$ cat config.mk
export PLATFORM = sky130hd
export DESIGN_NAME = pipe_stage_reg
export DESIGN_NICKNAME = d
export VERILOG_FILES = /design/src/rtl/pipe_stage_reg.sv
export SDC_FILE = /design/constraint.sdc
export NUM_CORES = 1
export LEC_CHECK = 0
export BUFFER_PORTS_ARGS = -buffer_cell sky130_fd_sc_hd__buf_4
export CELL_PAD_IN_SITES_DETAIL_PLACEMENT = 1
export CELL_PAD_IN_SITES_GLOBAL_PLACEMENT = 1
export CORE_MARGIN = 2
export CORE_UTILIZATION = 29
export DETAILED_ROUTE_END_ITERATION = 8
export GPL_TIMING_DRIVEN = 0
export HOLD_SLACK_MARGIN = 0.1
export PLACE_DENSITY = 0.76
export SYNTH_ARGS = -nofsm -noshare
export SYNTH_HDL_FRONTEND = slang
export SYNTH_SLANG_ARGS = --single-unit
$ cat constraint.sdc
create_clock -name clk -period 1.5 [get_ports clk]
set_input_delay 0.15 -clock clk [delete_from_list [all_inputs] [get_ports clk]]
set_output_delay 0.15 -clock clk [all_outputs]
set_load 0.005 [all_outputs]
$ cat src/rtl/pipe_stage_reg.sv
// rtl/pipe_stage_reg.sv - ID/EXE pipeline stage register with optional skid entry (PIPE_STAGE_SKID_EN)
module pipe_stage_reg #(
    parameter int DATA_W = 16,
    parameter int RD_W   = 4,
    parameter int CNT_W  = 8
) (
    input  logic              clk,
    input  logic              reset,
    input  logic              in_valid,
    output logic              in_ready,
    input  logic [DATA_W-1:0] pc_in,
    input  logic [DATA_W-1:0] pc_plus2_in,
    input  logic [DATA_W-1:0] op1_in,
    input  logic [DATA_W-1:0] op2_in,
    input  logic [DATA_W-1:0] extend_in,
    input  logic [RD_W-1:0]   rd_in,
    input  logic              flush,
    output logic              out_valid,
    input  logic              out_ready,
    output logic [DATA_W-1:0] pc_out,
    output logic [DATA_W-1:0] pc_plus2_out,
    output logic [DATA_W-1:0] op1_out,
    output logic [DATA_W-1:0] op2_out,
    output logic [DATA_W-1:0] extend_out,
    output logic [RD_W-1:0]   rd_out,
    output logic [CNT_W-1:0]  bubble_cnt
);

    localparam int BUNDLE_W = 5 * DATA_W + RD_W;

    // EMPTY: nothing held; BUSY: main entry valid; FULL: main and skid entries valid
    typedef enum logic [1:0] {
        ST_EMPTY = 2'd0,
        ST_BUSY  = 2'd1,
        ST_FULL  = 2'd2
    } state_t;

    state_t              state_q;
    state_t              state_d;
    logic [BUNDLE_W-1:0] in_bundle;
    logic [BUNDLE_W-1:0] m_data_q;
    logic [BUNDLE_W-1:0] m_data_d;
    logic                accept;
    logic                consume;

    assign in_bundle = {pc_in, pc_plus2_in, op1_in, op2_in, extend_in, rd_in};
    assign out_valid = (state_q != ST_EMPTY);
    assign accept    = in_valid & in_ready;
    assign consume   = out_valid & out_ready;

    assign {pc_out, pc_plus2_out, op1_out, op2_out, extend_out, rd_out} = m_data_q;

`ifdef PIPE_STAGE_SKID_EN

    logic [BUNDLE_W-1:0] s_data_q;
    logic [BUNDLE_W-1:0] s_data_d;
    logic                in_ready_q;

    // in_ready comes straight from a flop so out_ready never reaches the upstream handshake
    assign in_ready = in_ready_q;

    // Next-state and entry-load selection for the two-entry stage
    always_comb begin
        state_d  = state_q;
        m_data_d = m_data_q;
        s_data_d = s_data_q;
        case (state_q)
            ST_EMPTY: begin
                if (accept) begin
                    state_d  = ST_BUSY;
                    m_data_d = in_bundle;
                end
            end
            ST_BUSY: begin
                if (accept && consume) begin
                    m_data_d = in_bundle;
                end else if (accept) begin
                    state_d  = ST_FULL;
                    s_data_d = in_bundle;
                end else if (consume) begin
                    state_d  = ST_EMPTY;
                end
            end
            ST_FULL: begin
                if (consume) begin
                    state_d  = ST_BUSY;
                    m_data_d = s_data_q;
                end
            end
            default: begin
                state_d = ST_EMPTY;
            end
        endcase
        // A kill drops everything; stored data is left untouched since it is marked invalid
        if (flush) begin
            state_d  = ST_EMPTY;
            m_data_d = m_data_q;
            s_data_d = s_data_q;
        end
    end

    // Skid entry data and the registered ready, which is high whenever the skid entry is free
    always_ff @(posedge clk) begin
        if (reset) begin
            s_data_q   <= '0;
            in_ready_q <= 1'b1;
        end else begin
            s_data_q   <= s_data_d;
            in_ready_q <= (state_d != ST_FULL);
        end
    end

`else

    // Single-entry stage: room exists if empty or if the held bundle leaves this cycle
    assign in_ready = (state_q == ST_EMPTY) | out_ready;

    // Next-state and main-entry load selection for the single-entry stage
    always_comb begin
        state_d  = state_q;
        m_data_d = m_data_q;
        case (state_q)
            ST_EMPTY: begin
                if (accept) begin
                    state_d  = ST_BUSY;
                    m_data_d = in_bundle;
                end
            end
            ST_BUSY: begin
                if (accept) begin
                    m_data_d = in_bundle;
                end else if (consume) begin
                    state_d  = ST_EMPTY;
                end
            end
            default: begin
                state_d = ST_EMPTY;
            end
        endcase
        // A kill drops everything; stored data is left untouched since it is marked invalid
        if (flush) begin
            state_d  = ST_EMPTY;
            m_data_d = m_data_q;
        end
    end

`endif

    // State and main-entry registers; reset clears the outputs to zero
    always_ff @(posedge clk) begin
        if (reset) begin
            state_q  <= ST_EMPTY;
            m_data_q <= '0;
        end else begin
            state_q  <= state_d;
            m_data_q <= m_data_d;
        end
    end

    // Saturating count of cycles in which EXE sees no valid bundle
    always_ff @(posedge clk) begin
        if (reset) begin
            bubble_cnt <= '0;
        end else if (!out_valid && (bubble_cnt != {CNT_W{1'b1}})) begin
            bubble_cnt <= bubble_cnt + CNT_W'(1);
        end
    end

endmodule

==> summary.txt, run 1 <==
Layout
  – Most frequent cells in the layout: 191 x buf_4, 92 x dfxtp_1, 87 x a21oi_1
  – Fillers: 1507
  – Final net count: 800
  – Commonest non-fill, non-tap cell in the layout: buf_4
  – Design area: 6470 um^2
  – Share of layout cells above drive strength 1: 34.3%
  – Synthesis-to-layout area growth: 75.1%

Timing
  – Slew margin rel.: 57.0%
  – Fin Hold WS: 0.129 ns
  – Worst slew pin tran: 0.645 ns
  – Setup violators final: 0
  – Fmax: 0.671 GHz
  – Final setup skew: 0.00322 ns
  – Fin crit period: 1.49 ns
  – Fin. Hold Viols: 0
  – Final Cycle Share: 99.3%
  – Slew Limit Fails: 0
  – RSZ-0062 raised after global routing: yes

Pwr
  – Reg power frac: 45.9%
  – Clk pwr share: 37.4%
  – Combinational Power Share: 16.7%
  – Sw Ratio: 24.5%
  – Power density cells: 892 nW/um^2
  – Leakage: 2.71 nW
  – Internal Pwr Total: 0.00436 W
  – Net Switching: 0.00142 W
  – Maximum vdd drop: 0.393 mV

GRT
  – Antenna violations before repair: 0
  – Grt total ovfl: 0
  – First-pass GRT wire length: 23100 um
  – All-Layer GR Usage: 21.6%
  – Largest net degree at the start of global routing: 15
  – Vias in the first global route: 4697

Placement
  – Port Buffers: 182
  – GP Congestion: 0.731
  – Placement-stage cell area: 5280 um^2
  – Hpwl dp: 9580 um

Setup path
  – Worst path required time: 1.73 ns
  – Crit-path max FO: 5
  – Setup crit start kind: flip-flop
  – Worst R2R Path Depth: 4
  – Worst setup path startpoint: bubble_cnt[0]$_SDFFE_PP0P_
  – Reg2reg end: bubble_cnt[0]$_SDFFE_PP0P_
  – FF-to-FF setup slack: 0.01 ns
  – FF-to-FF Start: bubble_cnt[0]$_SDFFE_PP0P_
  – Worst setup EP type: flip-flop
  – Setup CP Type: reg -> reg
  – Arr. time, crit path: 1.72 ns

Synth
  – Top cells by area, synth: dfxtp_1 50%, a21oi_1 12%, o21ai_0 11%, nand3_1 10%, nand3_2 2.7%
  – Cell Area, Synth: 3690 um^2
  – Cells after synthesis: 430
  – Sequential-to-total area share from yosys stat: 50.4%
  – Primary FF master, synth: dfxtp_1
  – EDFF count, synth: 0
  – Synth top area share: 50.4%
  – Warnings, synthesis: 0
  – Yosys top cell by area: dfxtp_1
  – Synthesized flop and latch total: 93
  – Syn_nets: 520
  – Number of distinct library cells after synthesis: 32
  – Syn Area/Cell: 8.59 um^2
  – Asr flop ratio synth: 0%

Die
  – Die width: 117 um
  – Die area: 13700 um^2
  – Core ar.: 12500 um^2
  – Row count: 41
  – Ports: 183
  – Initial Util: 29.5%
  – Die Height: 117 um

Route
  – Vias: 4347
  – DRT Pass-1 Iters: 4
  – Post-route ant nets: 0
  – Vias per inst: 4.90
  – DR WL/cell: 16.8 um
  – 1st-iter DRT viols: 225
  – Routed WL: 15000 um
  – DR DRC count: 0

Min path
  – Hold crit path type: in -> reg
  – HP Start: reset
  – Min-Delay Path Depth: 3
  – Hold path endpoint: bubble_cnt[1]$_SDFFE_PP0P_

Clocking
  – Clock-pin slew on the worst setup and hold paths: 0.06 ns
  – Worst skew pair latency: 0.34 ns
  – Root Driver: clkbuf_16
  – Maximum clock path buffer count: 2
  – CTS tree: yes
  – Clock Sinks: 93
  – Cts bufs inserted: 9
  – H-Tree Depth: 3

Outcome
  – Status: finished, final reports clean

Run
  – Max_cap viols: 0
==> cell usage after synthesis, drive strengths merged (3+ instances only) <==
cell type  count
clkbuf        24
nor3           3
a31oi          3
buf           23
o21ai         84
dfxtp         93
nand2          3
a21oi         88
nand2b         3
nor2b          3
nand3         84
==> worst max-delay path by stage <==
stage	endpoint
final	bubble_cnt[0]$_SDFFE_PP0P_
after global routing	bubble_cnt[0]$_SDFFE_PP0P_
after CTS	m_data_q[71]$_SDFFE_PP0P_
after detailed placement	bubble_cnt[0]$_SDFFE_PP0P_
after global placement	bubble_cnt[0]$_SDFFE_PP0P_
after floorplan	bubble_cnt[0]$_SDFFE_PP0P_
==> sequential cells by signal (all words and copies together), names as in the netlist <==
signal / count
m_data_q: 84
bubble_cnt: 8
state_q: 1
==> routing by layer <==
layer	track usage [%]	vias to the layer above	wire length [um]
li1	-	2104	-
met1	24.9	2090	6100
met2	39.3	129	7740
met3	4.22	24	781
met4	8.31	0	335
met5	0	-	0
==> stage by stage <==
stage / TNS [ns] / power, W / cells / worst slack [ns] / utilization (%)
detailed placement: -1.41 / 0.00346 / 784 / -0.101 / 42.1
finish: 0 / 0.00577 / 888 / 0.0105 / 51.7
floorplan: 0 / 0.00299 / 430 / 0.0386 / -
CTS: 0 / 0.00582 / 887 / 0.00593 / 51.5
global placement: -0.0524 / 0.00343 / 784 / -0.0524 / 42.1
global route: -0.112 / 0.00603 / 887 / -0.0488 / 51.7
==> cells by family after synthesis <==
group | synth area share, %
AO/OA/AOI/OAI | 24.9
AND/OR/NAND/NOR | 16.6
buffers and inverters | 7.25
adder cells (fa/ha/maj) | 0.339
multiplexers | 0.576
flip-flops | 50.4
==> power groups by stage <==
stage	logic [W]	clock network, W	registers [W]
after floorplan	0.000287	0	0.00270
after global placement	0.000733	0	0.00270
after detailed placement	0.000757	0	0.00271
after CTS	0.000945	0.00222	0.00265
after global routing	0.00105	0.00232	0.00266
final	0.000961	0.00216	0.00265
==> what timing repair did <==
action                                 CTS  global route
setup endpoints to repair               52            73
hold buffers                            85             0
gates resized for setup                  7            20
pin swaps                                1             2
endpoints found under the hold margin   84             0
setup buffers                            3             0
==> layout make-up <==
class / instances / area (um^2) / share of cell area (%)
antenna: 1 / 2.50 / 0.0387
buffer: 46 / 284 / 4.39
clock buffer: 13 / 260 / 4.02
clock inverter: 3 / 20.0 / 0.309
inverter: 2 / 10.0 / 0.155
multi-input combinational: 288 / 1570 / 24.3
sequential: 93 / 1870 / 28.8
tap: 172 / 215 / 3.33
timing repair buffer: 270 / 2240 / 34.6
==> critical path: stages, from the launching register on <==
cell and delay (ns):
dfxtp_1 0.35, ha_2 0.22, and4_2 0.27, a21oi_2 0.18, mux2_2 0.35
(Power assumes the default switching activity.)
==> run 2, diff against run 1 <==
- CORE_UTILIZATION: 29 -> 23
- CTS_CLUSTER_DIAMETER: not set -> 100
- PLACE_DENSITY: 0.76 -> 0.62
==> run 2 against run 1 <==
Compared with the run above: clock skew grew 0.0018 ns; flip-flop and latch count is the same; power grew 5.2%; combinational power grew 0.5%; critical path depth is the same; final cell count grew 4.8%; cell area grew 1.7%; die area grew 25%; sequential share of layout area shrank 0.46 points; global-route usage shrank 3.9 points.
==> summary.txt, run 2 (same netlist as run 1, synthesis figures left out) <==
Layout
  – Biggest register: m_data_q
  – Synthesis-to-layout area growth: 78.1%
  – Final net count: 801 (+0.13%)
  – Largest register FFs: 84 (unchanged)
  – Final instance count without filler cells: 931 (+4.8%)
  – Diode count: 0 (-1)
  – Share of layout cells above drive strength 1: 34.5% (+0.28 points)
  – Commonest non-fill, non-tap cell in the layout: buf_4
  – Most frequent cells in the layout: 186 x buf_4, 91 x dfxtp_1, 87 x dlygate4sd3_1
  – Largest regs: m_data_q: 84 flops, bubble_cnt: 8 flops, state_q: 1 flops

Clocking
  – Clock Sinks: 93 (unchanged)
  – Maximum clock path buffer count: 2 (unchanged)
  – H-Tree Depth: 3 (unchanged)
  – Root Driver: clkbuf_16
  – Cts bufs inserted: 9 (unchanged)
  – CTS tree: yes
  – Worst skew pair latency: 0.35 ns (about the same)
  – Clock-pin slew on the worst setup and hold paths: 0.06 ns (about the same)

Placement
  – # placed instances: 828 (+5.6%)
  – Port Buffers: 182 (unchanged)
  – GP Congestion: 0.733 (+0.29%)
  – Hpwl dp: 10400 um (+8.3%)

Setup path
  – CP max stage cell: dfxtp_1
  – Crit. path cell count: 4 (unchanged)
  – Worst setup path startpoint: bubble_cnt[1]$_SDFFE_PP0P_
  – Setup CP Type: reg -> reg
  – FF-to-FF Start: bubble_cnt[1]$_SDFFE_PP0P_
  – Crit-path max FO: 4 (-1)
  – Slowest Stage Delay on Critical Path: 0.35 ns (about the same)
  – Worst R2R Path Depth: 4 (unchanged)
  – Critical path, cell by cell: ha_2, and4_2, a21oi_4, mux2_2
  – Reg2reg end: bubble_cnt[0]$_SDFFE_PP0P_
  – Setup crit end: bubble_cnt[0]$_SDFFE_PP0P_
  – Worst path required time: 1.73 ns (about the same)
  – Worst setup EP type: flip-flop
  – FF-to-FF setup slack: 0.05 ns (+0.04 ns)
  – Setup crit start kind: flip-flop
  – Buf+Inv Stages, Crit Path: 0 (unchanged)
  – Arr. time, crit path: 1.68 ns (-0.04 ns)
  – Cell family with most CP delay: flip-flops

GRT
  – First-pass GRT wire length: 23700 um (+2.5%)
  – All-Layer GR Usage: 17.7% (-3.9 points)
  – Largest net degree at the start of global routing: 16 (+1)
  – Grt total ovfl: 0 (unchanged)
  – Vias in the first global route: 4618 (-1.7%)
  – Antenna violations before repair: 0 (unchanged)

Timing
  – Setup violators final: 0 (unchanged)
  – Final setup skew: 0.00502 ns (+0.00180 ns)
  – Fin crit period: 1.45 ns (-0.0393 ns)
  – Fmax: 0.690 GHz (+2.7%)
  – Final Cycle Share: 96.7% (-2.6 points)
  – Fin. Hold Viols: 0 (unchanged)
  – Slew Limit Fails: 0 (unchanged)
  – RSZ-0062 raised after global routing: yes
  – Slew margin rel.: 56.9% (-0.14 points)
  – Worst slew pin tran: 0.647 ns (+0.00216 ns)

Route
  – 1st-iter DRT viols: 133 (-41%)
  – Post-route ant nets: 0 (unchanged)
  – DR DRC count: 0 (unchanged)
  – DRT Pass-1 Iters: 5 (+1)
  – Vias per inst: 4.69 (-4.2%)
  – Routed WL: 15500 um (+3.8%)
  – Vias: 4368 (+0.48%)
  – DR WL/cell: 16.7 um (-0.99%)

Pwr
  – Power density cells: 923 nW/um^2 (+3.5%)
  – Leakage: 2.73 nW (+0.84%)
  – Maximum vdd drop: 0.745 mV (+89%)
  – Total power: 0.00607 W (+5.2%)

Die
  – Die area: 17100 um^2 (+25%)
  – Die width: 131 um (+12%)
  – Row count: 46 (+12%)
  – Initial Util: 23.4% (-6.1 points)
  – Core ar.: 15800 um^2 (+26%)
  – Die Height: 131 um (+12%)
  – Ports: 183 (unchanged)

Outcome
  – Status: finished, final reports clean

Min path
  – Hold crit path type: in -> reg

Run
  – Max_cap viols: 0 (unchanged)
==> run 2: cell count changes in the layout (fill, tap and decap cells not counted), sizes merged <==
cell,previous run,this run
clkinv,1,2
bufinv,0,2
clkbuf,34,33
buf,210,206
diode,1,0
dlygate4sd3,85,87
==> run 2: worst min-delay path by stage <==
stage	slack [ns]	cells past startpoint	start	end
6_report	0.20	3	reset	bubble_cnt[0]$_SDFFE_PP0P_
5_1_grt	0.21	3	reset	bubble_cnt[0]$_SDFFE_PP0P_
4_1_cts	0.19	3	reset	bubble_cnt[0]$_SDFFE_PP0P_
3_5_place_dp	0.34	2	flush	state_q[0]$_SDFFE_PP0P_
3_3_place_gp	0.33	2	flush	state_q[0]$_SDFFE_PP0P_
2_1_floorplan	0.23	1	flush	state_q[0]$_SDFFE_PP0P_
==> run 2: cell type report <==
class | instances | area [um^2]
buffer | 46 | 277
clock buffer | 9 | 225
clock inverter | 6 | 88.8
fill | 1880 | 9190
inverter | 2 | 15.0
multi-input combinational | 288 | 1580
sequential | 93 | 1870
tap | 216 | 270
timing repair buffer | 271 | 2250
==> run 2: what timing repair did <==
action                     in CTS  in global routing
hold buffers                   87                  0
resized for setup               7                 16
setup endpoints to repair      66                 50
buffers inserted                2                  0
hold endpoints to repair       86                  0
pin swaps                       1                  1
cloned                          0                  0
==> run 2: power by group <==
| group | total (W) | switching, W | leakage, nW | internal, W |
|---|---|---|---|---|
| sequential | 0.00265 | 0.0000701 | 0.760 | 0.00258 |
| combinational | 0.000966 | 0.000405 | 1.82 | 0.000561 |
| clock | 0.00245 | 0.00100 | 0.147 | 0.00145 |
==> run 2: layer usage <==
layer	global-route usage, %	routed length, um
met5	0	0
met4	3.69	191
met3	5.33	1010
met2	31.2	7710
met1	21.5	6610
==> run 2: metrics by stage <==
step                      setup TNS (ns)  util, %  hold slack (ns)  cell area, um^2  worst slack (ns)
after floorplan                        0        -            0.229             3690            0.0386
after global placement             -1.58     33.8            0.333             5330           -0.0606
after detailed placement           -3.28     33.8            0.343             5330           -0.0874
after CTS                              0     41.5            0.188             6550          0.000990
after global routing            -0.00652     41.7            0.214             6580          -0.00380
final                                  0     41.7            0.202             6580            0.0498
==> run 2: worst min-delay path, cell delays in order <==
cell and delay (ns):
buf_4 0.12, nor2b_1 0.10, mux2_2 0.14
